$ cat src/rtl/rc755_flash_seq.sv
// rc755_flash_seq: command/poll sequencer for a parallel NOR flash (program, sector/chip erase, reset).
// Optional read-back verify after a byte program is enabled by defining RC755_FLASH_VERIFY_EN.
module rc755_flash_seq #(
   parameter int unsigned WE_CYC   = 2,
   parameter int unsigned RD_CYC   = 2,
   parameter logic [23:0] TO_POLLS = 24'hFFFFFF
) (
   input  logic        SLT_CLOCK,
   input  logic        SLT_RESETn,
   input  logic        req,
   input  logic [1:0]  op,
   input  logic [18:0] addr,
   input  logic [7:0]  wdata,
   output logic        busy,
   output logic        done,
   output logic        err,
   output logic [18:0] FL_A,
   output logic [7:0]  FL_DO,
   output logic        FL_DOE,
   input  logic [7:0]  FL_DI,
   output logic        FL_CEn,
   output logic        FL_WEn,
   output logic        FL_OEn
);

   localparam logic [2:0]  WE_LAST  = 3'(WE_CYC - 1);
   localparam logic [2:0]  RD_LAST  = 3'(RD_CYC - 1);
   localparam logic [18:0] A_555    = 19'h00555;
   localparam logic [18:0] A_2AA    = 19'h002AA;
   localparam logic [23:0] POLL_MAX = 24'hFFFFFF;

   typedef enum logic [2:0] {
      IDLE,
      W_SETUP,
      W_PULSE,
      W_HOLD,
      R_PULSE,
      R_GAP,
`ifdef RC755_FLASH_VERIFY_EN
      VERIFY,
`endif
      FINISH
   } state_t;

   state_t      state;
   state_t      state_n;
   state_t      succ_state;

   logic [1:0]  op_q;
   logic [18:0] addr_q;
   logic [7:0]  wdata_q;
   logic [2:0]  cyc;
   logic [2:0]  idx;
   logic [2:0]  last_idx;
   logic        abort_q;
   logic        err_q;
   logic [23:0] poll_cnt;
   logic [7:0]  dq_q;
   logic        prev_dq6;
   logic        have_prev;
   logic        retry_q;
   logic        toggled;

   logic        accept;
   logic        poll_start;
   logic        rd_sample;
   logic        retry_set;
   logic        fail;

   logic [18:0] cmd_addr;
   logic [7:0]  cmd_data;

`ifdef RC755_FLASH_VERIFY_EN
   logic        vfy_q;
   logic        vfy_sample;
`else
   logic        unused_dq;
   assign unused_dq = ^{dq_q[7], dq_q[4:0]};
`endif

   assign toggled = dq_q[6] ^ prev_dq6;

   // Abort recovery is always a single 000/F0 write; otherwise the length depends on the op.
   always_comb begin
      last_idx = 3'd0;
      if (!abort_q) begin
         case (op_q)
            2'b00:   last_idx = 3'd3;
            2'b01,
            2'b10:   last_idx = 3'd5;
            default: last_idx = 3'd0;
         endcase
      end
   end

   // Unlock/command tables indexed by the write-cycle counter.
   always_comb begin
      cmd_addr = 19'h00000;
      cmd_data = 8'hF0;
      if (!abort_q) begin
         case (op_q)
            2'b00: begin
               case (idx)
                  3'd0:    begin cmd_addr = A_555;  cmd_data = 8'hAA;   end
                  3'd1:    begin cmd_addr = A_2AA;  cmd_data = 8'h55;   end
                  3'd2:    begin cmd_addr = A_555;  cmd_data = 8'hA0;   end
                  default: begin cmd_addr = addr_q; cmd_data = wdata_q; end
               endcase
            end
            2'b01,
            2'b10: begin
               case (idx)
                  3'd0, 3'd3: begin cmd_addr = A_555; cmd_data = 8'hAA; end
                  3'd1, 3'd4: begin cmd_addr = A_2AA; cmd_data = 8'h55; end
                  3'd2:       begin cmd_addr = A_555; cmd_data = 8'h80; end
                  default: begin
                     if (op_q == 2'b01) begin
                        cmd_addr = addr_q;
                        cmd_data = 8'h30;
                     end else begin
                        cmd_addr = A_555;
                        cmd_data = 8'h10;
                     end
                  end
               endcase
            end
            default: begin
               cmd_addr = 19'h00000;
               cmd_data = 8'hF0;
            end
         endcase
      end
   end

   // Where a successful poll leads: straight to FINISH unless a program needs read-back.
   always_comb begin
      succ_state = FINISH;
`ifdef RC755_FLASH_VERIFY_EN
      if (op_q == 2'b00) succ_state = VERIFY;
`endif
   end

   always_ff @(posedge SLT_CLOCK or negedge SLT_RESETn) begin
      if (!SLT_RESETn) state <= IDLE;
      else             state <= state_n;
   end

   // Next-state decode; R_GAP judges the read just captured in dq_q against the one before.
   always_comb begin
      state_n    = state;
      accept     = 1'b0;
      poll_start = 1'b0;
      rd_sample  = 1'b0;
      retry_set  = 1'b0;
      fail       = 1'b0;
`ifdef RC755_FLASH_VERIFY_EN
      vfy_sample = 1'b0;
`endif
      case (state)
         IDLE: begin
            if (req) begin
               accept  = 1'b1;
               state_n = W_SETUP;
            end
         end
         W_SETUP: state_n = W_PULSE;
         W_PULSE: begin
            if (cyc == WE_LAST) state_n = W_HOLD;
         end
         W_HOLD: begin
            if (idx != last_idx) begin
               state_n = W_SETUP;
            end else if (abort_q || op_q == 2'b11) begin
               state_n = FINISH;
            end else begin
               poll_start = 1'b1;
               state_n    = R_PULSE;
            end
         end
         R_PULSE: begin
            if (cyc == RD_LAST) begin
               rd_sample = 1'b1;
               state_n   = R_GAP;
            end
         end
         R_GAP: begin
            state_n = R_PULSE;
            if (have_prev && !toggled)
               state_n = succ_state;
            else if (retry_q)
               fail = 1'b1;
            else if (have_prev && dq_q[5])
               retry_set = 1'b1;
            else if (poll_cnt >= TO_POLLS)
               fail = 1'b1;
`ifdef RC755_FLASH_VERIFY_EN
            if (vfy_q) begin
               retry_set = 1'b0;
               fail      = (dq_q != wdata_q);
               state_n   = FINISH;
            end
`endif
            if (fail) state_n = W_SETUP;
         end
`ifdef RC755_FLASH_VERIFY_EN
         VERIFY: begin
            if (cyc == RD_LAST) begin
               vfy_sample = 1'b1;
               state_n    = R_GAP;
            end
         end
`endif
         FINISH:  state_n = IDLE;
         default: state_n = IDLE;
      endcase
   end

   // Datapath: latched request, cycle/command counters and the polling history.
   always_ff @(posedge SLT_CLOCK or negedge SLT_RESETn) begin
      if (!SLT_RESETn) begin
         op_q      <= 2'b00;
         addr_q    <= 19'h00000;
         wdata_q   <= 8'h00;
         cyc       <= 3'd0;
         idx       <= 3'd0;
         abort_q   <= 1'b0;
         err_q     <= 1'b0;
         poll_cnt  <= 24'h000000;
         dq_q      <= 8'h00;
         prev_dq6  <= 1'b0;
         have_prev <= 1'b0;
         retry_q   <= 1'b0;
`ifdef RC755_FLASH_VERIFY_EN
         vfy_q     <= 1'b0;
`endif
      end else begin
         cyc <= (state_n != state) ? 3'd0 : cyc + 3'd1;
         if (accept) begin
            op_q    <= op;
            addr_q  <= addr;
            wdata_q <= wdata;
            err_q   <= 1'b0;
            abort_q <= 1'b0;
            idx     <= 3'd0;
         end
         if (state == W_HOLD && state_n == W_SETUP)
            idx <= idx + 3'd1;
         if (poll_start) begin
            poll_cnt  <= 24'h000000;
            have_prev <= 1'b0;
            retry_q   <= 1'b0;
`ifdef RC755_FLASH_VERIFY_EN
            vfy_q     <= 1'b0;
`endif
         end
         if (rd_sample) begin
            dq_q <= FL_DI;
            if (poll_cnt != POLL_MAX) poll_cnt <= poll_cnt + 24'd1;
         end
`ifdef RC755_FLASH_VERIFY_EN
         if (vfy_sample) begin
            dq_q  <= FL_DI;
            vfy_q <= 1'b1;
         end
`endif
         if (state == R_GAP) begin
            prev_dq6  <= dq_q[6];
            have_prev <= 1'b1;
            if (retry_set) retry_q <= 1'b1;
         end
         if (fail) begin
            err_q   <= 1'b1;
            abort_q <= 1'b1;
            idx     <= 3'd0;
         end
      end
   end

   // Strobes decode straight from state so reset parks the bus idle without waiting for a clock.
   always_comb begin
      FL_CEn = 1'b1;
      FL_WEn = 1'b1;
      FL_OEn = 1'b1;
      FL_DOE = 1'b0;
      FL_A   = 19'h00000;
      FL_DO  = 8'h00;
      case (state)
         W_SETUP, W_PULSE, W_HOLD: begin
            FL_A   = cmd_addr;
            FL_DO  = cmd_data;
            FL_DOE = 1'b1;
            FL_CEn = (state == W_HOLD);
            FL_WEn = (state != W_PULSE);
         end
         R_PULSE: begin
            FL_A   = addr_q;
            FL_CEn = 1'b0;
            FL_OEn = 1'b0;
         end
`ifdef RC755_FLASH_VERIFY_EN
         VERIFY: begin
            FL_A   = addr_q;
            FL_CEn = 1'b0;
            FL_OEn = 1'b0;
         end
`endif
         R_GAP:   FL_A = addr_q;
         default: ;
      endcase
   end

   assign busy = (state != IDLE);
   assign done = (state == FINISH);
   assign err  = err_q;

endmodule

$ cat config.mk
export PLATFORM = sky130hd
export DESIGN_NAME = rc755_flash_seq
export DESIGN_NICKNAME = d
export VERILOG_FILES = /design/src/rtl/rc755_flash_seq.sv
export SDC_FILE = /design/constraint.sdc
export NUM_CORES = 1
export LEC_CHECK = 0
export ABC_AREA = 1
export CORE_UTILIZATION = 55
export DETAILED_ROUTE_END_ITERATION = 10
export GPL_TIMING_DRIVEN = 1
export HOLD_SLACK_MARGIN = 0.03
export PLACE_DENSITY = 0.84
export RECOVER_POWER = 100
export SLEW_MARGIN = 20
export SYNTH_ARGS = -nofsm -noshare
export SYNTH_HDL_FRONTEND = slang
export SYNTH_SLANG_ARGS = --single-unit
$ cat constraint.sdc
create_clock -name SLT_CLOCK -period 3.5 [get_ports SLT_CLOCK]
set_input_delay 0.7 -clock SLT_CLOCK [delete_from_list [all_inputs] [get_ports SLT_CLOCK]]
set_output_delay 0.7 -clock SLT_CLOCK [all_outputs]
set_load 0.05 [all_outputs]
==> results.txt <==
Post-CTS Repair Setup Buffers: 0
Clk pin slew, worst setup/hold paths: 70 ps
Worst-path fanout max: 12
R2R Path End: poll_cnt[20]
Die Y: 88.29 um
Flops & latches, synth: 68
R2R depth: 12
CP Launch Type: flop
Clock Power Share: 12.9%
WP data arrival: 2680 ps
Pin count of the biggest net entering global routing: 47
Post-DP Area: 4897 sq um
First-pass GRT wire length: 16540 um
Root buf cell: clkbuf_8
Nets@finish: 674
Starting Density: 56.76%
Critical Setup Path Class: flop to primary output
Fmax: 296.1 MHz
Die area: 7795 sq um
Yosys top cell area share: 41.55%
Setup TNS: 0 ps
Layout area overhead: 21.88%
Static leakage: 0.002465 uW
M2 GR Usage: 47.76%
Unique masters post-synth: 41
WL final: 10000 um
Latest clock arrival within the worst-skew pair: 350 ps
Combinational share of power: 64.6%
Internal: 2386 uW
Main synth FF type: dfrtp_1
Post-DP HPWL: 7355 um
Final Max Slew Viols: 40
Row count: 31
Clk sinks: 68
Vias in the first global route: 3669
Core area: 7214 sq um
CP Capture Type: primary output
Io pins: 74
Yosys warning count: 0
Worst R2R Setup Slack: 550 ps
Detailed Routing Iterations Pass 1: 5
Initial antenna violation count: 0
Worst-Margin Slew: 2203 ps
Worst slew margin: -46.84%
Pwr/cell area: 1006 nW/um^2
Met1 global-route usage: 34.14%
# resized after CTS: 0
Worst clock skew: 9.022 ps
Switching pwr: 2634 uW
Syn Nets: 601
Port Buffers: 67
Post-synth ARST share: 100.0%
Post-route ant nets: 0
Overall via count from detail_route: 3915
Fin. Hold Viols: 0
Final min period: 3377 ps
CTS H-tree depth: 3
Sequential fraction of the synthesis area: 41.55%
Sequential power share: 22.5%
Outcome: complete, but fails checks
Cells after Synth: 549
Hold worst-path end: cyc[0]
Min-delay src: cyc[0]
RSZ-0062 raised after global routing: false
Most common cell in the synthesized netlist: nand2_1
Synth area leader: dfrtp_1
FF-to-FF Start: op_q[0]
Hold Path Cell Cnt: 1
Antenna cells: 0
Final GP Congestion: 0.9004
Register area: 1702 sq um
Footprint of the multi-input gates: 1972 sq um
Worst EP required: 2800 ps
Post-synth top cells: nand2_1, inv_1, dfrtp_1
Switching share of total power: 52.48%
# setup viols final: 0
TritonCTS clock tree: yes
Grt ovf: 0
Vias/cell: 5.393
Total of max-cap violations: 1
Layout cells sized above 1: 9.888%
Busiest grt layer: met2
Syn Std Cell Area: 4095 sq um
Hold Buf Count CTS: 0
Synthesized area per cell: 7.459 sq um
Chip width: 88.29 um
Hold Crit Class: flop to flop
Peak VDD IR: 0.0004690 V
DRC Markers: 0
GR Util met3: 6.343%
Total CTS buffers: 9
Design area: 4991 sq um
Period utilisation layout: 96.48%
Failing checks: capacitance limit, slew limit
Tot GR Track Use: 27.45%
DRT iter0 DRCs: 247
FILL cells: 616
Ranking of synthesized cells by area: dfrtp_1, nand2_1, inv_1, o21ai_0, nor2_1
CTS Buffer Depth: 2
Post-synth EDFFs: 0
Wire length per cell: 13.78 um
how the worst max path moves through the flow:
stage / startpoint / endpoint / cells past startpoint / slack (ps)
6_report: idx[0] / FL_A[9] / 11 / 120
5_1_grt: idx[1] / FL_A[0] / 8 / 8
4_1_cts: idx[0] / FL_DO[7] / 8 / 110
3_5_place_dp: idx[0] / FL_DO[7] / 8 / 510
3_3_place_gp: idx[0] / FL_DO[7] / 8 / 600
2_1_floorplan: state[0] / FL_A[0] / 7 / 350
placed cells by master, fill, tap and decap left out, drive strengths merged, types with 2 or more instances in the layout:
master,synthesis,final
dlygate4sd3,0,8
or2,2,2
a21oi,22,22
clkbuf,4,33
o21ai,57,57
o211ai,5,5
clkdlybuf4s50,0,31
nand4,11,11
o31ai,3,3
o22ai,11,11
nand2,148,148
xnor2,3,3
clkinv,2,5
nor3,11,11
nor2,55,55
dfrtp,68,68
inv,85,85
o21a,3,3
nand3,29,29
buf,6,11
a22oi,6,6
ha,12,12
kinds of logic (layout without fill, tap and decap cells):
group,count (synthesis),in the layout,share of synthesized area [%]
AND/OR/NAND/NOR,258,258,29.24
AO/OA/AOI/OAI,110,110,15.12
buffers and inverters,97,175,9.563
flip-flops,68,68,41.55
adder cells (fa/ha/maj),12,12,3.666
XOR/XNOR,4,4,0.8556
power by group through the flow:
| stage | Clock, uW | Sequential, uW | Combinational [uW] |
|---|---|---|---|
| 3_3_place_gp | 0 | 1130 | 3310 |
| 5_1_grt | 699 | 1150 | 3480 |
| 2_1_floorplan | 0 | 1110 | 2210 |
| 6_report | 649 | 1130 | 3240 |
| 3_5_place_dp | 0 | 1140 | 3400 |
| 4_1_cts | 663 | 1130 | 3410 |
cell type report:
class	count	area share, %
clock buffer	12	2.908
clock inverter	4	0.9777
inverter	87	6.693
multi-input combinational	384	39.51
sequential	68	34.09
tap	99	2.482
timing repair buffer	72	13.34
critical path, stage by stage, from the launching register on:
cell,delay [ps]
dfrtp_1,380
inv_1,120
ha_1,240
o21ai_1,270
nand2_1,150
buf_4,200
nand2_1,60
nand2_1,60
a21oi_1,330
o21ai_0,170
nand2_1,100
clkbuf_4,230
registers in the layout, indices dropped and copies added (netlist names):
| signal | cells |
|---|---|
| addr_q | 19 |
| cyc | 3 |
| dq_q | 2 |
| err | 1 |
| have_prev | 1 |
| idx | 3 |
| op_q | 2 |
| poll_cnt | 24 |
| prev_dq6 | 1 |
| retry_q | 1 |
| state | 3 |
| wdata_q | 8 |
layer usage:
layer	share of wire, %	routed length [um]	up-vias
met1	43	4324	1838
met3	6.1	609	13
met4	1.2	125	0
met5	0	0	-
li1	-	-	1926
met2	49	4942	138
per-stage QoR:
step	power [uW]	util, %	worst slack, ps	hold slack, ps	std cells
after global routing	5332	69.18	7.745	510.1	726
after global placement	4448	67.88	604.0	446.3	710
after CTS	5208	70.57	114.9	474.3	726
final	5020	69.18	123.3	472.2	726
after detailed placement	4542	67.88	508.0	461.9	710
after floorplan	3327	-	346.4	404.4	549
Note: power is estimated with default switching activity, not from simulation.
